## config.mk

```make
export PLATFORM = sky130hd
export DESIGN_NAME = mem_access_flat
export DESIGN_NICKNAME = d
export VERILOG_FILES = /design/src/rtl/mem_access_if.sv /design/src/rtl/mem_access.sv /design/src/flat_wrapper.sv
export SDC_FILE = /design/constraint.sdc
export NUM_CORES = 1
export LEC_CHECK = 0
export CORE_MARGIN = 1.5
export CORE_UTILIZATION = 40
export CTS_BUF_LIST = sky130_fd_sc_hd__clkbuf_8
export CTS_CLUSTER_SIZE = 24
export DETAILED_ROUTE_END_ITERATION = 10
export PLACE_DENSITY = 0.8
export SKIP_CTS_REPAIR_TIMING = 1
export SLEW_MARGIN = 20
export SYNTH_ARGS = -nofsm -noshare
export SYNTH_HDL_FRONTEND = slang
export SYNTH_SLANG_ARGS = --single-unit
```

## constraint.sdc

```tcl
create_clock -name clk -period 4.5 [get_ports clk]
set_input_delay 0.9 -clock clk [delete_from_list [all_inputs] [get_ports clk]]
set_output_delay 0.9 -clock clk [all_outputs]
set_load 0.02 [all_outputs]
```

## src/rtl/mem_access_if.sv

```systemverilog
// Data-bus bundle between the memory-access stage (master) and the data memory port (slave).
// The master issues one request at a time and waits for addr_ok and then data_ok.
interface mem_access_if;
  logic        data_req;
  logic        data_we;
  logic [3:0]  data_wstrb;
  logic [31:0] data_addr;
  logic [31:0] data_wdata;
  logic        data_addr_ok;
  logic        data_data_ok;
  logic [31:0] data_rdata;

  modport master (
    output data_req, data_we, data_wstrb, data_addr, data_wdata,
    input  data_addr_ok, data_data_ok, data_rdata
  );

  modport slave (
    input  data_req, data_we, data_wstrb, data_addr, data_wdata,
    output data_addr_ok, data_data_ok, data_rdata
  );
endinterface

```

## src/rtl/mem_access.sv

```systemverilog
// Memory-access pipeline stage: issues loads/stores on the data bus, aligns/extends load data,
// flags misaligned addresses, and stalls ex_mem while a bus transaction is outstanding.
module mem_access #(
  parameter int ALE_BIT = 9
) (
  input  logic        clk,
  input  logic        rst,
  input  logic        flush,
  input  logic        ex_valid,
  input  logic [4:0]  ex_wd,
  input  logic        ex_wreg,
  input  logic [31:0] ex_wdata,
  input  logic [31:0] ex_store_data,
  input  logic [3:0]  ex_mem_op,
  input  logic [31:0] ex_inst_pc,
  input  logic [31:0] ex_instr,
  input  logic        ex_excp,
  input  logic [15:0] ex_excp_num,
  mem_access_if.master bus,
  output logic        stall_req,
  output logic [4:0]  mem_wd,
  output logic        mem_wreg,
  output logic [31:0] mem_wdata,
  output logic [31:0] mem_inst_pc,
  output logic [31:0] mem_instr,
  output logic        mem_inst_valid,
  output logic        excp_o,
  output logic [15:0] excp_num_o
);

  localparam logic [3:0] OP_LDB  = 4'd1;
  localparam logic [3:0] OP_LDBU = 4'd2;
  localparam logic [3:0] OP_LDH  = 4'd3;
  localparam logic [3:0] OP_LDHU = 4'd4;
  localparam logic [3:0] OP_LDW  = 4'd5;
  localparam logic [3:0] OP_STB  = 4'd6;
  localparam logic [3:0] OP_STH  = 4'd7;
  localparam logic [3:0] OP_STW  = 4'd8;
  localparam logic [15:0] ALE_MASK = 16'(32'd1 << ALE_BIT);

  typedef enum logic [1:0] {S_IDLE, S_REQ, S_WAIT, S_DRAIN} state_t;
  state_t state_reg;

  logic [3:0]  op_reg;
  logic [31:0] addr_reg;
  logic [4:0]  wd_reg;
  logic        wreg_reg;
  logic [31:0] pc_reg;
  logic [31:0] instr_reg;

  logic        is_load, is_store, is_half, is_word, ale, exc_any, issue;
  logic [3:0]  st_wstrb;
  logic [31:0] st_wdata;
  logic [7:0]  ld_byte;
  logic [15:0] ld_half;
  logic [31:0] load_data;
  logic [31:0] resp_wdata;

  assign is_load  = (ex_mem_op >= OP_LDB) && (ex_mem_op <= OP_LDW);
  assign is_store = (ex_mem_op >= OP_STB) && (ex_mem_op <= OP_STW);
  assign is_half  = (ex_mem_op == OP_LDH) || (ex_mem_op == OP_LDHU) || (ex_mem_op == OP_STH);
  assign is_word  = (ex_mem_op == OP_LDW) || (ex_mem_op == OP_STW);
  assign ale      = (is_half && ex_wdata[0]) || (is_word && (ex_wdata[1:0] != 2'b00));
  assign exc_any  = ex_excp || ale;
  assign issue    = ex_valid && (is_load || is_store) && !exc_any;

  always_comb begin
    st_wstrb = 4'b0000;
    st_wdata = ex_store_data;
    case (ex_mem_op)
      OP_STB: begin
        st_wstrb = 4'b0001 << ex_wdata[1:0];
        st_wdata = {4{ex_store_data[7:0]}};
      end
      OP_STH: begin
        st_wstrb = ex_wdata[1] ? 4'b1100 : 4'b0011;
        st_wdata = {2{ex_store_data[15:0]}};
      end
      OP_STW:  st_wstrb = 4'b1111;
      default: ;
    endcase
  end

  // Lane selection uses the latched byte address; the bus only sees the word address.
  always_comb begin
    case (addr_reg[1:0])
      2'd0:    ld_byte = bus.data_rdata[7:0];
      2'd1:    ld_byte = bus.data_rdata[15:8];
      2'd2:    ld_byte = bus.data_rdata[23:16];
      default: ld_byte = bus.data_rdata[31:24];
    endcase
    ld_half = addr_reg[1] ? bus.data_rdata[31:16] : bus.data_rdata[15:0];
    case (op_reg)
      OP_LDB:  load_data = {{24{ld_byte[7]}}, ld_byte};
      OP_LDBU: load_data = {24'd0, ld_byte};
      OP_LDH:  load_data = {{16{ld_half[15]}}, ld_half};
      OP_LDHU: load_data = {16'd0, ld_half};
      default: load_data = bus.data_rdata;
    endcase
    resp_wdata = bus.data_we ? addr_reg : load_data;
  end

  // Gated by rst so the hold request also drops the instant reset asserts.
  always_comb begin
    stall_req = 1'b0;
    case (state_reg)
      S_IDLE:  stall_req = issue;
      S_REQ:   stall_req = 1'b1;
      S_WAIT:  stall_req = !bus.data_data_ok;
      S_DRAIN: stall_req = 1'b1;
      default: stall_req = 1'b0;
    endcase
    if (!rst)
      stall_req = 1'b0;
  end

  always_ff @(posedge clk or negedge rst) begin
    if (!rst) begin
      state_reg      <= S_IDLE;
      bus.data_req   <= 1'b0;
      bus.data_we    <= 1'b0;
      bus.data_wstrb <= 4'b0000;
      bus.data_addr  <= 32'd0;
      bus.data_wdata <= 32'd0;
      op_reg         <= 4'd0;
      addr_reg       <= 32'd0;
      wd_reg         <= 5'd0;
      wreg_reg       <= 1'b0;
      pc_reg         <= 32'd0;
      instr_reg      <= 32'd0;
      mem_wd         <= 5'd0;
      mem_wreg       <= 1'b0;
      mem_wdata      <= 32'd0;
      mem_inst_pc    <= 32'd0;
      mem_instr      <= 32'd0;
      mem_inst_valid <= 1'b1;
      excp_o         <= 1'b0;
      excp_num_o     <= 16'd0;
    end else begin
      mem_wd         <= 5'd0;
      mem_wreg       <= 1'b0;
      mem_wdata      <= 32'd0;
      mem_inst_pc    <= 32'd0;
      mem_instr      <= 32'd0;
      mem_inst_valid <= 1'b1;
      excp_o         <= 1'b0;
      excp_num_o     <= 16'd0;
      if (flush) begin
        bus.data_req <= 1'b0;
        case (state_reg)
          S_REQ:   state_reg <= bus.data_addr_ok ? S_DRAIN : S_IDLE;
          S_WAIT:  state_reg <= bus.data_data_ok ? S_IDLE : S_DRAIN;
          S_DRAIN: state_reg <= bus.data_data_ok ? S_IDLE : S_DRAIN;
          default: state_reg <= S_IDLE;
        endcase
      end else begin
        case (state_reg)
          S_IDLE: begin
            if (issue) begin
              state_reg      <= S_REQ;
              bus.data_req   <= 1'b1;
              bus.data_we    <= is_store;
              bus.data_wstrb <= st_wstrb;
              bus.data_addr  <= {ex_wdata[31:2], 2'b00};
              bus.data_wdata <= st_wdata;
              op_reg         <= ex_mem_op;
              addr_reg       <= ex_wdata;
              wd_reg         <= ex_wd;
              wreg_reg       <= ex_wreg;
              pc_reg         <= ex_inst_pc;
              instr_reg      <= ex_instr;
            end else if (ex_valid) begin
              mem_wd         <= ex_wd;
              mem_wreg       <= ex_wreg && !exc_any;
              mem_wdata      <= ex_wdata;
              mem_inst_pc    <= ex_inst_pc;
              mem_instr      <= ex_instr;
              mem_inst_valid <= 1'b0;
              excp_o         <= exc_any;
              excp_num_o     <= ex_excp_num | (ale ? ALE_MASK : 16'd0);
            end
          end
          S_REQ: begin
            if (bus.data_addr_ok) begin
              state_reg    <= S_WAIT;
              bus.data_req <= 1'b0;
            end
          end
          S_WAIT: begin
            if (bus.data_data_ok) begin
              state_reg      <= S_IDLE;
              mem_wd         <= wd_reg;
              mem_wreg       <= bus.data_we ? 1'b0 : wreg_reg;
              mem_wdata      <= resp_wdata;
              mem_inst_pc    <= pc_reg;
              mem_instr      <= instr_reg;
              mem_inst_valid <= 1'b0;
            end
          end
          S_DRAIN: begin
            if (bus.data_data_ok)
              state_reg <= S_IDLE;
          end
          default: state_reg <= S_IDLE;
        endcase
      end
    end
  end

endmodule

```

## src/flat_wrapper.sv

```systemverilog
// flat-port wrapper written by rule: the top's interface ports become plain ports
module mem_access_flat 
#(
  parameter int ALE_BIT = 9
)
  (clk, rst, flush, ex_valid, ex_wd, ex_wreg, ex_wdata, ex_store_data, ex_mem_op, ex_inst_pc, ex_instr, ex_excp, ex_excp_num, stall_req, mem_wd, mem_wreg, mem_wdata, mem_inst_pc, mem_instr, mem_inst_valid, excp_o, excp_num_o, bus_data_req, bus_data_we, bus_data_wstrb, bus_data_addr, bus_data_wdata, bus_data_addr_ok, bus_data_data_ok, bus_data_rdata);
  mem_access_if bus_i ();
  input  logic clk;
  input  logic rst;
  input  logic flush;
  input  logic ex_valid;
  input  logic [4:0] ex_wd;
  input  logic ex_wreg;
  input  logic [31:0] ex_wdata;
  input  logic [31:0] ex_store_data;
  input  logic [3:0] ex_mem_op;
  input  logic [31:0] ex_inst_pc;
  input  logic [31:0] ex_instr;
  input  logic ex_excp;
  input  logic [15:0] ex_excp_num;
  output logic stall_req;
  output logic [4:0] mem_wd;
  output logic mem_wreg;
  output logic [31:0] mem_wdata;
  output logic [31:0] mem_inst_pc;
  output logic [31:0] mem_instr;
  output logic mem_inst_valid;
  output logic excp_o;
  output logic [15:0] excp_num_o;
  output wire logic [$bits(bus_i.data_req)-1:0] bus_data_req;
  output wire logic [$bits(bus_i.data_we)-1:0] bus_data_we;
  output wire logic [$bits(bus_i.data_wstrb)-1:0] bus_data_wstrb;
  output wire logic [$bits(bus_i.data_addr)-1:0] bus_data_addr;
  output wire logic [$bits(bus_i.data_wdata)-1:0] bus_data_wdata;
  input wire logic [$bits(bus_i.data_addr_ok)-1:0] bus_data_addr_ok;
  input wire logic [$bits(bus_i.data_data_ok)-1:0] bus_data_data_ok;
  input wire logic [$bits(bus_i.data_rdata)-1:0] bus_data_rdata;
  assign bus_data_req = bus_i.data_req;
  assign bus_data_we = bus_i.data_we;
  assign bus_data_wstrb = bus_i.data_wstrb;
  assign bus_data_addr = bus_i.data_addr;
  assign bus_data_wdata = bus_i.data_wdata;
  assign bus_i.data_addr_ok = bus_data_addr_ok;
  assign bus_i.data_data_ok = bus_data_data_ok;
  assign bus_i.data_rdata = bus_data_rdata;
  mem_access #(.ALE_BIT(ALE_BIT)) u_core (.clk(clk), .rst(rst), .flush(flush), .ex_valid(ex_valid), .ex_wd(ex_wd), .ex_wreg(ex_wreg), .ex_wdata(ex_wdata), .ex_store_data(ex_store_data), .ex_mem_op(ex_mem_op), .ex_inst_pc(ex_inst_pc), .ex_instr(ex_instr), .ex_excp(ex_excp), .ex_excp_num(ex_excp_num), .bus(bus_i), .stall_req(stall_req), .mem_wd(mem_wd), .mem_wreg(mem_wreg), .mem_wdata(mem_wdata), .mem_inst_pc(mem_inst_pc), .mem_instr(mem_instr), .mem_inst_valid(mem_inst_valid), .excp_o(excp_o), .excp_num_o(excp_num_o));
endmodule
```

==> summary.txt <==
Flow run
  – Maximum Capacitance Violations: 0

Final layout
  – Ant diodes: 0
  – Fill cells: roughly 2300
  – Net count, final: approximately 1700
  – Register Area: approximately 0.0067 mm^2
  – Layout area overhead: 42.9%
  – Most frequent cells in the layout: nand2_1 (386), clkdlybuf4s50_1 (380), dfrtp_1 (265)
  – Area of the multi-input gates: between 0.004 and 0.005 mm^2
  – Layout cells sized above 1: 0.0751
  – Final Instance Area: ~0.016 mm^2
  – Commonest non-fill, non-tap cell in the layout: nand2_1
  – Final Util: 0.585

Synthesis
  – Post-synthesis mux area share: 0.0457
  – Mean Syn Cell Area: about 10 um^2
  – Netlist cell types: about 60
  – Post-synth EDFFs: 0
  – Post-synthesis async set-or-reset flop share: 1.00
  – Mapped Cells: 1110
  – Number of synthesized register bits: 266
  – Post-Syn Area: 0.0114 mm^2
  – Synth area leaders: dfrtp_1 (58%), nand2_1 (13%), a22o_1 (5.3%)
  – Synth area leader: dfrtp_1
  – Xor and xnor area share after synthesis: 0.000765
  – Sequential fraction of the synthesis area: 0.582
  – Ys flop type: dfrtp_1
  – Synth Area in Simple Gates: 0.169
  – Compound-cell area share of the yosys netlist: 0.146
  – Synth top area share: 0.579
  – Largest family of logic cells by synthesized area: simple AND/OR/NAND/NOR gates
  – Adder-cell share of the synthesized area: 0
  – Syn. warnings: 0

Setup path
  – Crit-path cells: clkdlybuf4s50_1, and4b_1, a221oi_2, and3_1, nor2b_1, o21a_1, clkdlybuf4s50_1
  – Worst r2r dst: u_core.mem_wdata[19]$_DFF_PN0_
  – Critical path launch point: ex_mem_op[0]
  – Register-to-Register Path Depth: 5
  – Most repeated library cell on the critical path: clkdlybuf4s50_1
  – Crit end category: output pin
  – Crit path depth: 7
  – CP startpoint kind: input pin
  – Critical-path maximum fanout: 10
  – Max incr delay on CP: 0.64 ns
  – CP arrival: 3.34 ns
  – WP data required: roughly 3.6 ns
  – Flop-to-flop setup slack: between 1.5 and 2 ns
  – Slowest cell on crit path: clkdlybuf4s50_1
  – CP Capture Point: stall_req
  – Kind of critical path: in -> out
  – WP buf/inv: 2
  – Worst R2R Start: u_core.addr_reg[1]$_DFFE_PN0P_
  – Worst path top cell family by delay: buffers and inverters

Clock tree
  – CTS buffer count: 47
  – Root Driver: clkbuf_8
  – H-tree depth: 2
  – Sink Count: between 200 and 300
  – TritonCTS clock tree: yes
  – Max clock buf depth: 3
  – Reg clk slew, reported paths: about 0.060 ns
  – Clk_lat worst skew: 0.55 ns

Worst hold path
  – Hold Crit Class: in -> async

Drt
  – Drt total wl: 34.8 mm
  – Vias: 9756
  – Remaining DRCs: 0
  – Drt via density: ~5.2
  – DR pass1 iterations: 7
  – Antenna Nets Post-Route: 0
  – WL/cell: approximately 19 um
  – Drt initial violations: 828

Power
  – Clock power share: 0.276
  – Power Dens Cells: 514 mW/mm^2
  – Pint: between 5 and 6 mW
  – Psw: approximately 2.8 mW
  – Combinational share of power: 0.320
  – Leakage: roughly 7.6 nW
  – Max IR drop VDD: approximately 0.32 mV
  – Sw frac: 0.338
  – Seq pwr share: 0.403

STA
  – Slew headroom: 0.374
  – Final Hold Viols: 0
  – Worst slew pin tran: 0.933 ns
  – Peak Freq: approximately 240 MHz
  – Count of final setup violators: 0
  – Fin Setup TNS: 0 ns
  – Clock Skew: 0.0152 ns
  – Tmin final: around 4.2 ns
  – RSZ-0062 raised after global routing: no
  – Period utilisation layout: 0.943
  – Max-slew violations: 0
  – PnR worst setup slack: around 0.26 ns

Placed design
  – Dpl hpwl: roughly 24 mm
  – Area post-placement: ~0.015 mm^2
  – RD Place Congestion: ~0.88
  – IO Port Bufs: roughly 380
  – Post-place setup slack: 0.273 ns

Global route
  – Congestion Overflow GR: 0
  – Vias in the first global route: ~10000
  – GRT Overall Usage: 0.231
  – Pin count of the biggest net entering global routing: just over 200
  – First-pass GRT wire length: between 50 and 60 mm
  – Initial antenna violation count: 1

Floorplan
  – Rows: 61
  – Core ar.: between 0.02 and 0.03 mm^2
  – Die ar.: 0.0296 mm^2
  – Horiz. Die Dim: approximately 170 um
  – Starting Density: 0.410
  – Die height: ~170 um
  – Io pins: ~380

Outcome
  – Status: finished clean
==> per-layer routing <==
metal  track usage  vias up  wire length [um]
met4        0.0877        0              1140
met2         0.377      451             16700
li1              -     4470                 -
met3        0.0684       90              3210
met1         0.291     4745             13700
met5             0        -                 0
==> cell type report <==
class                      count  share of cell area
clock buffer                  59              0.0497
clock inverter                21              0.0106
inverter                       5             0.00115
multi-input combinational    736               0.254
sequential                   266               0.407
tap                          378              0.0289
timing repair buffer         405               0.249
==> synthesized netlist by cell type (5+ instances only) <==
library cell  number
nand2_1          386
dfrtp_1          265
a22o_1            69
o21ai_0           48
buf_4             41
mux2i_1           41
clkbuf_1          29
nor2_1            24
buf_2             23
o22ai_1           16
o2bb2ai_1         16
a21oi_1           15
and2_1            15
a32o_1            12
a22oi_1           11
buf_6              8
a31oi_1            7
nand2b_1           7
mux4_2             5
nor2b_1            5
==> worst register-to-register path, delay by kind of cell, from the launching register on <==
kind / cells / cell delay (ns)
muxes: 1 / 0.59
buffers and inverters: 1 / 0.34
AOI/OAI and AO/OA: 3 / 1.33
DFF: 1 / 0.32
==> per-stage QoR <==
stage,cells,hold WS [ns],power (mW)
after floorplan,1111,0.437,4.97
after detailed placement,1789,0.459,6.11
after global routing,1870,0.289,8.90
after CTS,1869,0.290,8.48
final,1870,0.288,8.41
after global placement,1789,0.457,6.02
==> cell families after synthesis <==
| group | after synthesis |
|---|---|
| other | 1 |
| XOR/XNOR | 1 |
| AO/OA/AOI/OAI | 225 |
| AND/OR/NAND/NOR | 462 |
| buffers and inverters | 109 |
| flip-flops | 266 |
| multiplexers | 46 |
==> how the worst min path moves through the flow <==
stage | from | endpoint | slack (ns) | depth (start not counted)
4_1_cts | rst | u_core.addr_reg[19]$_DFFE_PN0P_ | 0.29 | 1
3_3_place_gp | u_core.wreg_reg$_DFFE_PN0P_ | u_core.wreg_reg$_DFFE_PN0P_ | 0.46 | 2
3_5_place_dp | u_core.wreg_reg$_DFFE_PN0P_ | u_core.wreg_reg$_DFFE_PN0P_ | 0.46 | 2
6_report | rst | u_core.addr_reg[19]$_DFFE_PN0P_ | 0.29 | 1
5_1_grt | rst | u_core.mem_wdata[29]$_DFF_PN0_ | 0.29 | 1
2_1_floorplan | u_core.wreg_reg$_DFFE_PN0P_ | u_core.wreg_reg$_DFFE_PN0P_ | 0.44 | 2
==> power by group through the flow <==
stage / combinational, mW / sequential (mW) / clock, mW
2_1_floorplan: 1.40 / 3.57 / 0
4_1_cts: 2.71 / 3.38 / 2.39
3_3_place_gp: 2.63 / 3.39 / 0
3_5_place_dp: 2.69 / 3.42 / 0
5_1_grt: 2.93 / 3.46 / 2.51
6_report: 2.69 / 3.39 / 2.32
Power figures use the tool's default switching activity.
